<file path="config.mk">
export PLATFORM = sky130hd
export DESIGN_NAME = fetch_queue_flat
export DESIGN_NICKNAME = d
export VERILOG_FILES = /design/src/rtl/fetch_queue_pkg.sv /design/src/rtl/fetch_queue_if.sv /design/src/rtl/fetch_queue.sv /design/src/flat_wrapper.sv
export SDC_FILE = /design/constraint.sdc
export NUM_CORES = 1
export LEC_CHECK = 0
export BUFFER_PORTS_ARGS = -buffer_cell sky130_fd_sc_hd__buf_2
export CORE_MARGIN = 2
export CORE_UTILIZATION = 24
export DETAILED_ROUTE_END_ITERATION = 7
export PLACE_DENSITY_LB_ADDON = 0.3
export SLEW_MARGIN = 0
export SYNTH_ARGS = -nofsm -noshare
export SYNTH_HDL_FRONTEND = slang
export SYNTH_SLANG_ARGS = --single-unit
</file>
<file path="constraint.sdc">
create_clock -name clk -period 13 [get_ports clk]
set_clock_uncertainty 0.15 [all_clocks]
set_input_delay 0.65 -clock clk [delete_from_list [all_inputs] [get_ports clk]]
set_output_delay 0.65 -clock clk [all_outputs]
set_load 0.02 [all_outputs]
</file>
<file path="src/rtl/fetch_queue_pkg.sv">
// Shared widths and constants for the instruction fetch queue.
// Bit [0] of a word in the instruction-set numbering is bit [WORD-1] here.
package fetch_queue_pkg;

    localparam int WORD          = 32;
    localparam int PAIR_W        = 2 * WORD;
    localparam int PAIR_BYTES    = PAIR_W / 8;
    localparam int FQ_DEPTH_DFLT = 8;

endpackage

</file>
<file path="src/rtl/fetch_queue_if.sv">
// Signals between the fetch queue, the local-store instruction port and decode.
// slave = the fetch queue; master = the surrounding core (memory, odd pipe, decode).
interface fetch_queue_if
    import fetch_queue_pkg::*;
#(
    parameter int FQ_DEPTH = FQ_DEPTH_DFLT
) ();

    localparam int CNT_W = $clog2(FQ_DEPTH) + 1;

    logic              imem_req;
    logic [WORD-1:0]   imem_addr;
    logic [PAIR_W-1:0] imem_rdata;
    logic              imem_rvalid;
    logic              redirect;
    logic [WORD-1:0]   redirect_pc;
    logic [1:0]        take;
    logic [WORD-1:0]   instr1;
    logic [WORD-1:0]   instr2;
    logic              valid1;
    logic              valid2;
    logic [WORD-1:0]   pc1;
    logic [CNT_W-1:0]  count;

    modport slave (
        output imem_req, imem_addr,
        input  imem_rdata, imem_rvalid,
        input  redirect, redirect_pc, take,
        output instr1, instr2, valid1, valid2, pc1, count
    );

    modport master (
        input  imem_req, imem_addr,
        output imem_rdata, imem_rvalid,
        output redirect, redirect_pc, take,
        input  instr1, instr2, valid1, valid2, pc1, count
    );

endinterface

</file>
<file path="src/rtl/fetch_queue.sv">
// Circular instruction queue between the local-store fetch port and dual-issue decode.
// Fetches aligned pairs, presents head/head+1 words, flushes on redirect.
module fetch_queue
    import fetch_queue_pkg::*;
#(
    parameter int FQ_DEPTH = FQ_DEPTH_DFLT,
    parameter int IMEM_LAT = 1
) (
    input  logic          clk,
    input  logic          reset,
    fetch_queue_if.slave  bus
);

    localparam int PTR_W = $clog2(FQ_DEPTH);
    localparam int CNT_W = PTR_W + 1;

    logic [WORD-1:0]     r_mem [FQ_DEPTH];
    logic [PTR_W-1:0]    r_head;
    logic [PTR_W-1:0]    r_tail;
    logic [CNT_W-1:0]    r_count;
    logic [WORD-1:0]     r_fetch_pc;
    logic [WORD-1:0]     r_pc1;
    logic [IMEM_LAT-1:0] r_req_pipe;
    logic                r_skip_hi;

    logic             w_inflight;
    logic             w_space_ok;
    logic             w_issue;
    logic             w_accept;
    logic             w_valid1;
    logic             w_valid2;
    logic [1:0]       w_avail;
    logic [1:0]       w_take_n;
    logic [1:0]       w_enq_n;
    logic [PTR_W-1:0] w_tail_p1;
    logic [PTR_W-1:0] w_head_p1;

    // A response is only ours if a surviving request went out IMEM_LAT cycles ago;
    // the request rule reserves room for it, so acceptance never overflows.
    assign w_inflight = r_req_pipe[IMEM_LAT-1];
    assign w_space_ok = (int'(r_count) + 2 * int'(w_inflight) + 2) <= FQ_DEPTH;
    assign w_issue    = reset && !bus.redirect && w_space_ok;
    assign w_accept   = bus.imem_rvalid && w_inflight && !bus.redirect;

    assign w_tail_p1 = r_tail + PTR_W'(1);
    assign w_head_p1 = r_head + PTR_W'(1);

    always_comb begin
        // NOTE: every signal gets a default first so no path infers a latch.
        w_avail  = 2'd0;
        w_take_n = 2'd0;
        w_enq_n  = 2'd0;
        if (r_count >= CNT_W'(2)) w_avail = 2'd2;
        else                      w_avail = {1'b0, r_count[0]};
        if (!bus.redirect) w_take_n = (bus.take > w_avail) ? w_avail : bus.take;
        if (w_accept)      w_enq_n  = r_skip_hi ? 2'd1 : 2'd2;
    end

    // NOTE: storage is deliberately not reset; count gates what is ever observed.
    always_ff @(posedge clk) begin
        if (w_accept) begin
            if (r_skip_hi) begin
                r_mem[r_tail] <= bus.imem_rdata[WORD-1:0];
            end else begin
                r_mem[r_tail]    <= bus.imem_rdata[PAIR_W-1:WORD];
                r_mem[w_tail_p1] <= bus.imem_rdata[WORD-1:0];
            end
        end
    end

    // NOTE: sequential state uses non-blocking assignments only.
    always_ff @(posedge clk or negedge reset) begin
        if (!reset) begin
            r_head     <= '0;
            r_tail     <= '0;
            r_count    <= '0;
            r_fetch_pc <= '0;
            r_pc1      <= '0;
            r_req_pipe <= '0;
            r_skip_hi  <= 1'b0;
        end else if (bus.redirect) begin
            r_head     <= '0;
            r_tail     <= '0;
            r_count    <= '0;
            r_req_pipe <= '0;
            r_fetch_pc <= {bus.redirect_pc[WORD-1:3], 3'b000};
            r_pc1      <= bus.redirect_pc;
            r_skip_hi  <= bus.redirect_pc[2];
        end else begin
            r_head     <= r_head + PTR_W'(w_take_n);
            r_tail     <= r_tail + PTR_W'(w_enq_n);
            r_count    <= r_count + CNT_W'(w_enq_n) - CNT_W'(w_take_n);
            r_pc1      <= r_pc1 + WORD'({w_take_n, 2'b00});
            r_req_pipe <= IMEM_LAT'({r_req_pipe, w_issue});
            if (w_issue)  r_fetch_pc <= r_fetch_pc + WORD'(PAIR_BYTES);
            if (w_accept) r_skip_hi  <= 1'b0;
        end
    end

    assign w_valid1 = (r_count != '0);
    assign w_valid2 = (r_count >= CNT_W'(2));

    // Words are forced to zero when invalid so reset clears them without a clock.
    assign bus.imem_req  = w_issue;
    assign bus.imem_addr = r_fetch_pc;
    assign bus.valid1    = w_valid1;
    assign bus.valid2    = w_valid2;
    assign bus.instr1    = w_valid1 ? r_mem[r_head]    : '0;
    assign bus.instr2    = w_valid2 ? r_mem[w_head_p1] : '0;
    assign bus.pc1       = r_pc1;
    assign bus.count     = r_count;

endmodule

</file>
<file path="src/flat_wrapper.sv">
// flat-port wrapper written by rule: the top's interface ports become plain ports
module fetch_queue_flat import fetch_queue_pkg::*;
#(
    parameter int FQ_DEPTH = FQ_DEPTH_DFLT,
    parameter int IMEM_LAT = 1
)
  (clk, reset, bus_imem_req, bus_imem_addr, bus_imem_rdata, bus_imem_rvalid, bus_redirect, bus_redirect_pc, bus_take, bus_instr1, bus_instr2, bus_valid1, bus_valid2, bus_pc1, bus_count);
  fetch_queue_if #(.FQ_DEPTH(FQ_DEPTH)) bus_i ();
  input  logic clk;
  input  logic reset;
  output wire logic [$bits(bus_i.imem_req)-1:0] bus_imem_req;
  output wire logic [$bits(bus_i.imem_addr)-1:0] bus_imem_addr;
  input wire logic [$bits(bus_i.imem_rdata)-1:0] bus_imem_rdata;
  input wire logic [$bits(bus_i.imem_rvalid)-1:0] bus_imem_rvalid;
  input wire logic [$bits(bus_i.redirect)-1:0] bus_redirect;
  input wire logic [$bits(bus_i.redirect_pc)-1:0] bus_redirect_pc;
  input wire logic [$bits(bus_i.take)-1:0] bus_take;
  output wire logic [$bits(bus_i.instr1)-1:0] bus_instr1;
  output wire logic [$bits(bus_i.instr2)-1:0] bus_instr2;
  output wire logic [$bits(bus_i.valid1)-1:0] bus_valid1;
  output wire logic [$bits(bus_i.valid2)-1:0] bus_valid2;
  output wire logic [$bits(bus_i.pc1)-1:0] bus_pc1;
  output wire logic [$bits(bus_i.count)-1:0] bus_count;
  assign bus_imem_req = bus_i.imem_req;
  assign bus_imem_addr = bus_i.imem_addr;
  assign bus_i.imem_rdata = bus_imem_rdata;
  assign bus_i.imem_rvalid = bus_imem_rvalid;
  assign bus_i.redirect = bus_redirect;
  assign bus_i.redirect_pc = bus_redirect_pc;
  assign bus_i.take = bus_take;
  assign bus_instr1 = bus_i.instr1;
  assign bus_instr2 = bus_i.instr2;
  assign bus_valid1 = bus_i.valid1;
  assign bus_valid2 = bus_i.valid2;
  assign bus_pc1 = bus_i.pc1;
  assign bus_count = bus_i.count;
  fetch_queue #(.FQ_DEPTH(FQ_DEPTH), .IMEM_LAT(IMEM_LAT)) u_core (.clk(clk), .reset(reset), .bus(bus_i));
endmodule
</file>
Yosys cells after proc, flatten, opt, wreduce, memory -nomap -nowiden
Memories as Yosys holds them, arrays and structs flattened.
Index checks and enable logic that the tools add are counted.
{"block": "word_totals", "memories": 1, "ramBits": 256, "inputBits": 102, "word_cells": 53, "register_bits": 76}
{"block": "op_classes", "n_bitwise": 1, "magnitude_cmp": 3, "n_mux": 23, "addsub": 10, "n_reduce_logical": 8}
{"memory": "u_core.r_mem", "depth": 8, "word_bits": 32, "read_ports": 2, "rd_ports_with_merged_regs": 0, "write_ports": 2, "line": "fetch_queue.sv:17", "text": "logic [WORD-1:0] r_mem [FQ_DEPTH];"}
{"cell": "$mux 32", "count": 6}
{"cell": "$add 32x3->32 const B", "count": 1}
{"cell": "$add 32x4->32", "count": 1}
{"cell": "$add 32x4->32 const B", "count": 1}
{"cell": "$le 32x5->1 const B", "count": 1}
{"cell": "$mux 2", "count": 5}
{"cell": "$mux 1", "count": 9}
{"cell": "$add 3x1->3 const B", "count": 2}
{"cell": "$add 3x2->3", "count": 2}
{"cell": "$mux 3", "count": 2}
{"cell": "$add 4x2->5", "count": 1}
{"cell": "$add 4x2->4", "count": 1}
{"cell": "$ge 4x2->1 const B", "count": 1}
{"cell": "$logic_and 1x1->1", "count": 4}
{"cell": "$mux 4", "count": 1}
{"cell": "$reduce_bool 2->1", "count": 2}
{"cell": "$reduce_bool 4->1", "count": 1}
{"cell": "$sub 4x2->4", "count": 1}
{"cell": "$gt 2x2->1", "count": 1}
{"cell": "$logic_not 1->1", "count": 1}
{"cell": "$or 1x1->1", "count": 1}

Logic depth before layout (Yosys ltp)
Gate-level depths: netlist (run 1).
{"block": "logic_depth", "depth_word": 7, "ltp_mapped": 20, "depth_no_buf": 19}

Worst setup path before layout (run 1)
OpenSTA, ideal clock, no wires.
{"block": "synth_path", "kind": "reg2reg", "start": "reg u_core.r_count[2] (netlist: u_core.bus.count[2])", "end": "reg u_core.r_pc1[30] (netlist: u_core.bus.pc1[30])", "stages_incl_launch_ff": 19, "setup_ps": 69, "t_arrival_ps": 3967, "n_path_buf": 2, "synth_period_minus_slack_ps": 4187, "slack_ps": 8813, "path_cell_list": "dfrtp_1 inv_1 ha_1 nor2b_1 clkbuf_1 clkbuf_1 ha_1 a21oi_1 a21oi_1 mux2i_1 nor2_1 ha_1 inv_1 fa_1 nand2b_1 nor4_2 nand4_1 or3_1 nand3_1"}
{"block": "synth_between", "elab_chain_len": 7}
{"element": "from (decl)", "line": "fetch_queue.sv:20", "text": "logic [CNT_W-1:0] r_count;"}
{"element": "from (signal assigned)", "line": "fetch_queue.sv:92", "text": "r_count <= r_count + CNT_W'(w_enq_n) - CNT_W'(w_take_n);"}
{"element": "$ge 4x2->1 (*)", "line": "fetch_queue.sv:53", "text": "if (r_count >= CNT_W'(2)) w_avail = 2'd2;"}
{"element": "$mux 2 (*)", "line": "fetch_queue.sv:53"}
{"element": "$gt 2x2->1", "line": "fetch_queue.sv:55", "text": "if (!bus.redirect) w_take_n = (bus.take > w_avail) ? w_avail : bus.take;"}
{"element": "$mux 2 (*) (2 in a row)", "line": "fetch_queue.sv:55"}
{"element": "$add 32x4->32 (*)", "line": "fetch_queue.sv:93", "text": "r_pc1 <= r_pc1 + WORD'({w_take_n, 2'b00});"}
{"element": "$mux 32 (*)", "line": "fetch_queue.sv:81", "text": "end else if (bus.redirect) begin"}
{"element": "to (signal assigned)", "line": "fetch_queue.sv:87", "text": "r_pc1 <= bus.redirect_pc;"}
{"element": "to (signal assigned)", "line": "fetch_queue.sv:93"}
{"element": "to (decl)", "line": "fetch_queue.sv:22", "text": "logic [WORD-1:0] r_pc1;"}
Mark *: on every way between the ends. The rest lies on a longest branch, timed or not.
A chain may end at the register's enable or synchronous reset.

Worst setup path in the final report (run 1)
Same ends and word-level chain as after synthesis.

==> summary.md, run 1 <==
| Metric | Value |
|---|---|
| I/O pin count | `237` |
| Rows | `104` |
| RSZ-0062 raised after global routing | `false` |
| Fin nets | `1732` |
| Final core occ | `0.2882` |
| VDD IR max | `0.08858 mV` |
| Setup ws final | `7940 ps` |
| Final worst path period need | `5060 ps` |
| Most common flop cell mapped by yosys | `edfxtp_1` |
| Endpoint class of the critical path | `flip-flop` |
| F_max | `197.6 MHz` |
| Share of cells above drive strength 1 | `0.4523` |
| Final-report setup violation count | `0` |
| Sequential area share after synthesis | `0.4928` |
| Vias in the first global route | `13880` |
| Worst-Skew Late Latency | `between 500 and 600 ps` |
| Period utilization | `0.3892` |
| DIE AREA | `~83000 sq um` |
| Post-synth EDFFs | `~260` |
| Core area | `80030 sq um` |
| CP Data Arrival Time | `5410 ps` |
| Synth warn | `0` |
| Avg Cell Area, Syn | `13.87 sq um` |
| HP Class | `in2reg` |
| Final wirelength | `between 60000 and 70000 um` |
| H-tree levels | `2` |
| Post-CTS Setup Bufs | `0` |
| RePlAce Congestion | `around 0.8` |
| Cell variety after synth | `55` |
| Global route overflow | `0` |
| Max Transition Viols Final | `0` |
| Post-Place Worst Slack | `7931 ps` |
| WL per Instance | `23.68 um` |
| Chip height | `around 290 um` |
| Initial antenna violation count | `16` |
| Via density | `4.900` |
| TNS Setup | `0 ps` |
| Pre-antenna DRT Iters | `5` |
| Max Cap Violations | `0` |
| Tot GR Track Use | `0.1521` |
| Clk slew on worst S/H paths | `60 ps` |
| Count of input and output buffers | `about 230` |
| Clock Root Buffer | `clkbuf_16` |
| Syn Inst Count | `1392` |
| Routed Antenna Nets | `0` |
| DP HPWL | `around 39000 um` |
| Worst setup SP type | `flip-flop` |
| First DRT Iteration DRCs | `988` |
| Worst-Margin Slew | `1167 ps` |
| Critical path peak fanout | `34` |
| FFs w/ async S/R, synth | `0.2219` |
| Sink Count | `329` |
| TritonCTS Buffers | `42` |
| Pwr/cell area | `between 150 and 200 nW/um^2` |
| First-pass GRT wire length | `93090 um` |
| Die width | `~290 um` |
| Area Overhead vs Synth | `19.48%` |
| CTS tree | `done` |
| Required time worst endpoint | `~13000 ps` |
| Worst setup path class | `reg2reg` |
| Leak | `around 8 nW` |
| Largest net degree at the start of global routing | `58` |
| DRC | `0` |
| Vias | `13220` |
| Outcome | `completed` |
| Synthesized area | `19310 sq um` |
| Register bit total from synthesis | `329` |
| Starting density of the core | `0.2412` |
| Buffer depth of the longest clock path | `3` |
| Hold Fails Final Rpt | `0` |
| Relative slew slack | `0.2161` |
## area by class of cell
type,count,area (sq um)
clock buffers,55,1120
diodes,4,10.01
multi-input cells,927,9385
flip-flops and latches,329,9523
fillers,8182,56960
inverters,42,162.7
well taps,1060,1326
repair buffers,264,1404
clock inverters,17,135.1
## cell families after synthesis
group,Yosys count,synth area share
multiplexers,441,0.3286
AND/OR/NAND/NOR,289,0.06896
adder cells (fa/ha/maj),24,0.01750
buffers and inverters,138,0.03221
other,1,0.0001942
AO/OA/AOI/OAI,134,0.04265
XOR/XNOR,36,0.01704
flip-flops,329,0.4928
## synthesized netlist by cell type, drive strengths merged, types with 39 or more instances
cell | instances | area, sq um
mux2i | 50 | 500.5
edfxtp | 256 | 7687
o21ai | 45 | 225.2
dfrtp | 73 | 1827
mux4 | 128 | 2883
nor2 | 64 | 240.2
clkbuf | 47 | 176.4
buf | 49 | 282.8
a21oi | 39 | 195.2
nand2 | 117 | 439.2
inv | 42 | 162.7
mux2 | 263 | 2962
## where the power goes
part / switching, mW / total (mW) / internal [mW] / leakage, nW
combinational: 0.898 / 1.53 / 0.629 / 4.18
clock: 0.477 / 1.09 / 0.610 / 0.616
sequential: 0.0781 / 1.27 / 1.19 / 3.19
## layout by cell type (no fill, tap or decap), types with 28 or more instances in the layout
cell type	instances
a21oi_1	36
buf_2	232
buf_4	31
clkbuf_16	42
dfrtp_1	70
edfxtp_1	256
inv_1	41
mux2_2	263
mux2i_1	50
mux4_2	128
nand2_1	117
nand3_1	28
nand4_1	28
nor2_1	54
o21ai_0	40
## worst max-delay path: stages (launching register included)
cell,delay (ps)
dfrtp_1,410
inv_1,100
ha_1,150
nor2b_4,120
buf_4,540
inv_1,240
nor2_1,200
ha_1,250
a21oi_1,200
mux2i_1,100
nor2_1,200
ha_1,220
inv_1,60
fa_1,430
nand2b_1,220
nor4_2,780
nand4_1,200
or3_1,350
nand3_1,80
## registers in the layout, summed over array words and instances, names as in the netlist
signal                cells
u_core.bus.count          4
u_core.r_req_pipe         1
u_core.bus.imem_addr     29
u_core.r_head             3
u_core.r_tail             3
u_core.r_mem            256
u_core.bus.pc1           32
u_core.r_skip_hi          1
## worst paths after layout
path | start | to | slack (ps) | depth (start not counted)
hold reg to reg | u_core.bus.pc1[0] | u_core.bus.pc1[0] | 360 | 1
min in group asynchronous | reset | u_core.bus.imem_addr[14] | 420 | 2
setup / recovery | u_core.bus.count[2] | u_core.bus.pc1[30] | 7940 | 18
hold / removal | bus_redirect_pc[0] | u_core.bus.pc1[0] | 160 | 2
max in group asynchronous | reset | u_core.bus.imem_addr[22] | 11280 | 3
setup reg to reg | u_core.bus.count[2] | u_core.bus.pc1[30] | 7940 | 18
## through the flow
step | hold WS [ps] | std cells | cell area, sq um | power, mW
6_report | 162.5 | 2698 | 23070 | 3.882
5_1_grt | 153.6 | 2696 | 23060 | 4.096
4_1_cts | 124.5 | 2694 | 23060 | 3.954
3_5_place_dp | 348.5 | 2621 | 21790 | 2.851
3_3_place_gp | 339.6 | 2621 | 21790 | 2.845
2_1_floorplan | 204.4 | 1394 | 19310 | 2.315
## per-layer routing
layer / track usage / up-vias / wire, um
li1: - / 5853 / -
met1: 0.1874 / 6895 / 26320
met2: 0.2650 / 343 / 32230
met3: 0.03708 / 105 / 3858
met4: 0.03932 / 24 / 1319
met5: 0 / - / 143
## what timing repair did
item / 4_1_cts / 5_1_grt
hold buffers: 1 / 0
resized for setup: 0 / 0
hold endpoints to repair: 23 / 0
(Power assumes the default switching activity.)
==> run 2: changes to the inputs <==
- clock period: 13 -> 5.1 ns (I/O delays scaled with it)
==> run 2 against run 1 <==
Hold slack worse by 110 ps. Die area stayed put. Combinational power grew to 2.6 times the previous value. Worst setup slack got worse by 7100 ps. Wire length grew 0.56%. Cell count rose by 5.0%. Register-to-register slack got worse by 7100 ps. First-iteration DRC count fell by 17%. Largest cell class unchanged.
==> summary.md, run 2 (synthesis results as in run 1) <==
| Metric | Value |
|---|---|
| Outcome | `completed` |
| Chip height | `287.6 um (unchanged)` |
| WL per Instance | `22.68 um (-4.2%)` |
| Worst R2R Setup Slack | `840 ps (-7100 ps)` |
| Met1 WL | `28540 um (+8.4%)` |
| Post-Place Worst Slack | `1103 ps (-6828 ps)` |
| Top reg by flops | `u_core.r_mem` |
| Worst-Skew Late Latency | `560 ps (about the same)` |
| Share of cells above drive strength 1 | `0.4187 (-0.03353)` |
| Pwr/cell area | `418.7 nW/um^2 (+150%)` |
| Rows | `104 (unchanged)` |
| Max Transition Viols Final | `0 (unchanged)` |
| Critical-path top delay cell | `dfrtp_1` |
| Ant diodes | `0 (-4)` |
| Clk slew on worst S/H paths | `60 ps (about the same)` |
| Global route overflow | `0 (unchanged)` |
| Setup ws final | `840.7 ps (-7099 ps)` |
| Final-report setup violation count | `0 (unchanged)` |
| Initial antenna violation count | `5 (-11)` |
| F_max | `234.8 MHz (+19%)` |
| Dpl cells | `2622 (+0.038%)` |
| Period utilization | `0.8352 (+0.4459)` |
| # resized after CTS | `0 (unchanged)` |
| Most common cell after layout, fill and taps aside | `mux2_2` |
| Non-filler cells, final | `2832 (+5.0%)` |
| CTS tree | `done` |
| Largest net degree at the start of global routing | `130 (+120%)` |
| Pre-antenna DRT Iters | `5 (unchanged)` |
| Area Overhead vs Synth | `27.23%` |
| Worst setup SP type | `flip-flop` |
| R2R depth | `8 (-10)` |
| Reg-to-Reg Start | `u_core.r_tail[0]` |
| Fin area | `24560 sq um (+6.5%)` |
| Final wirelength | `64240 um (+0.56%)` |
| Design Power | `10.29 mW (+160%)` |
| Vias | `13700 (+3.7%)` |
| RSZ-0062 raised after global routing | `false` |
| Leak | `8.618 nW (+7.9%)` |
| Max Cap Violations | `0 (unchanged)` |
| DIE AREA | `82730 sq um (unchanged)` |
| Core area | `80030 sq um (unchanged)` |
| RePlAce Congestion | `0.7815 (+0.45%)` |
| Endpoint class of the critical path | `flip-flop` |
| Relative slew slack | `0.2383 (+0.02225)` |
| Via density | `4.839 (-1.2%)` |
| Max reg flops | `256 (unchanged)` |
| Highest routed layer | `met5` |
| Max stage delay on crit path | `1040 ps (+260 ps)` |
| TNS Setup | `0 ps (unchanged)` |
| Buffer depth of the longest clock path | `3 (unchanged)` |
| Count of input and output buffers | `233 (unchanged)` |
| Clock power frac | `0.295 (+0.015)` |
| Vias in the first global route | `14180 (+2.1%)` |
| TritonCTS Buffers | `42 (unchanged)` |
| Routed Antenna Nets | `0 (unchanged)` |
| Pint | `6.569 mW (+170%)` |
| Clock Root Buffer | `clkbuf_16` |
| Sink Count | `329 (unchanged)` |
| WL met3 | `3049 um (-21%)` |
| Die width | `287.6 um (unchanged)` |
| FF-to-FF End | `u_core.r_mem[3][19]` |
| Critical path peak fanout | `26 (-24%)` |
| Starting density of the core | `0.2412 (unchanged)` |
| H-tree levels | `2 (unchanged)` |
| HP Class | `in2async` |
| I/O pin count | `237 (unchanged)` |
| DP Area | `21820 sq um (+0.15%)` |
| Comb pwr share | `0.394 (about the same)` |
| Hold Fails Final Rpt | `0 (unchanged)` |
| VDD IR max | `0.4216 mV (+380%)` |
| Net load switching power | `3.717 mW (+160%)` |
| Worst-Margin Slew | `1141 ps (-26.22 ps)` |
| DR WL met2 | `30920 um (-4.1%)` |
| DRC | `0 (unchanged)` |
| Fill count | `8131 (-0.62%)` |
| Required time worst endpoint | `5270 ps (-8080 ps)` |
| Final core occ | `0.3069 (+0.01871)` |
| DP HPWL | `38330 um (-2.7%)` |
| CP Data Arrival Time | `4430 ps (-980 ps)` |
| First-pass GRT wire length | `94290 um (+1.3%)` |
| Worst hold margin | `56.69 ps (-105.8 ps)` |
| Reg power frac | `0.311 (-0.015)` |
| Most frequent cells in the layout | `mux2_2 (263), edfxtp_1 (256), buf_2 (232)` |
| First DRT Iteration DRCs | `824 (-17%)` |
| CP Cell Sequence | `ha_1, xnor2_1, nand2_1, nor2_1, nor2_4, buf_4, mux2_2, dlygate4sd3_1` |
| Final worst path period need | `4259 ps (-800.5 ps)` |
| Tot GR Track Use | `0.1531 (+0.0009853)` |
| Fin nets | `1868 (+7.9%)` |
| Worst setup path class | `reg2reg` |
| Sw Share | `0.3614 (-0.01316)` |
run 2: cell types whose count changed in the layout (fill, tap and decap cells not counted), sizes merged:
cell         previous run  this run
clkinv                 16        11
diode                   4         0
bufinv                  0         5
inv                    43        44
clkbuf                 55        56
dlygate4sd3             1       136
buf                   263       264
run 2: worst max-delay path, delay by kind of cell, from the launching register on:
| kind | cells | cell delay, ps |
|---|---|---|
| xor+xnor | 1 | 190 |
| fa+ha+maj | 1 | 350 |
| buf+inv | 2 | 1070 |
| flops | 1 | 1040 |
| mux | 1 | 390 |
| simple gates | 3 | 780 |
run 2: what timing repair did:
| action | in CTS | in global routing |
|---|---|---|
| hold buffers | 136 | 0 |
| endpoints found under the setup margin | 0 | 0 |
| endpoints found under the hold margin | 357 | 0 |
| setup buffers | 0 | 0 |
run 2: worst max-delay path by stage:
stage	endpoint	slack (ps)	cells after the start	start
6_report	u_core.r_mem[3][19]	840	8	u_core.r_tail[0]
5_1_grt	u_core.bus.pc1[10]	610	20	u_core.bus.count[2]
4_1_cts	u_core.r_mem[3][29]	860	8	u_core.r_tail[0]
3_5_place_dp	u_core.bus.pc1[30]	1100	18	u_core.bus.count[2]
3_3_place_gp	u_core.bus.pc1[30]	1190	20	u_core.bus.count[2]
2_1_floorplan	u_core.bus.pc1[30]	910	18	u_core.bus.count[2]
run 2: area by class of cell:
cell class / count / area, sq um / area share
Tap cell: 1060 / 1326 / 0.05399
Clock buffer: 56 / 1144 / 0.04656
Timing Repair Buffer: 400 / 2788 / 0.1135
Sequential cell: 329 / 9523 / 0.3877
Clock inverter: 18 / 235.2 / 0.009576
Inverter: 42 / 162.7 / 0.006622
Multi-Input combinational cell: 927 / 9385 / 0.3821
run 2: metal layers:
layer,vias up,track usage
met4,6,0.04505
met2,389,0.2539
met3,100,0.02441
met1,7093,0.2055
met5,-,0
li1,6116,-
run 2: power by group through the flow:
stage	Combinational [mW]	Clock, mW	Sequential [mW]
floorplan	2.63	0	3.27
global placement	4.03	0	3.25
detailed placement	4.04	0	3.25
CTS	4.15	3.13	3.20
global route	4.39	3.22	3.22
finish	4.05	3.03	3.20
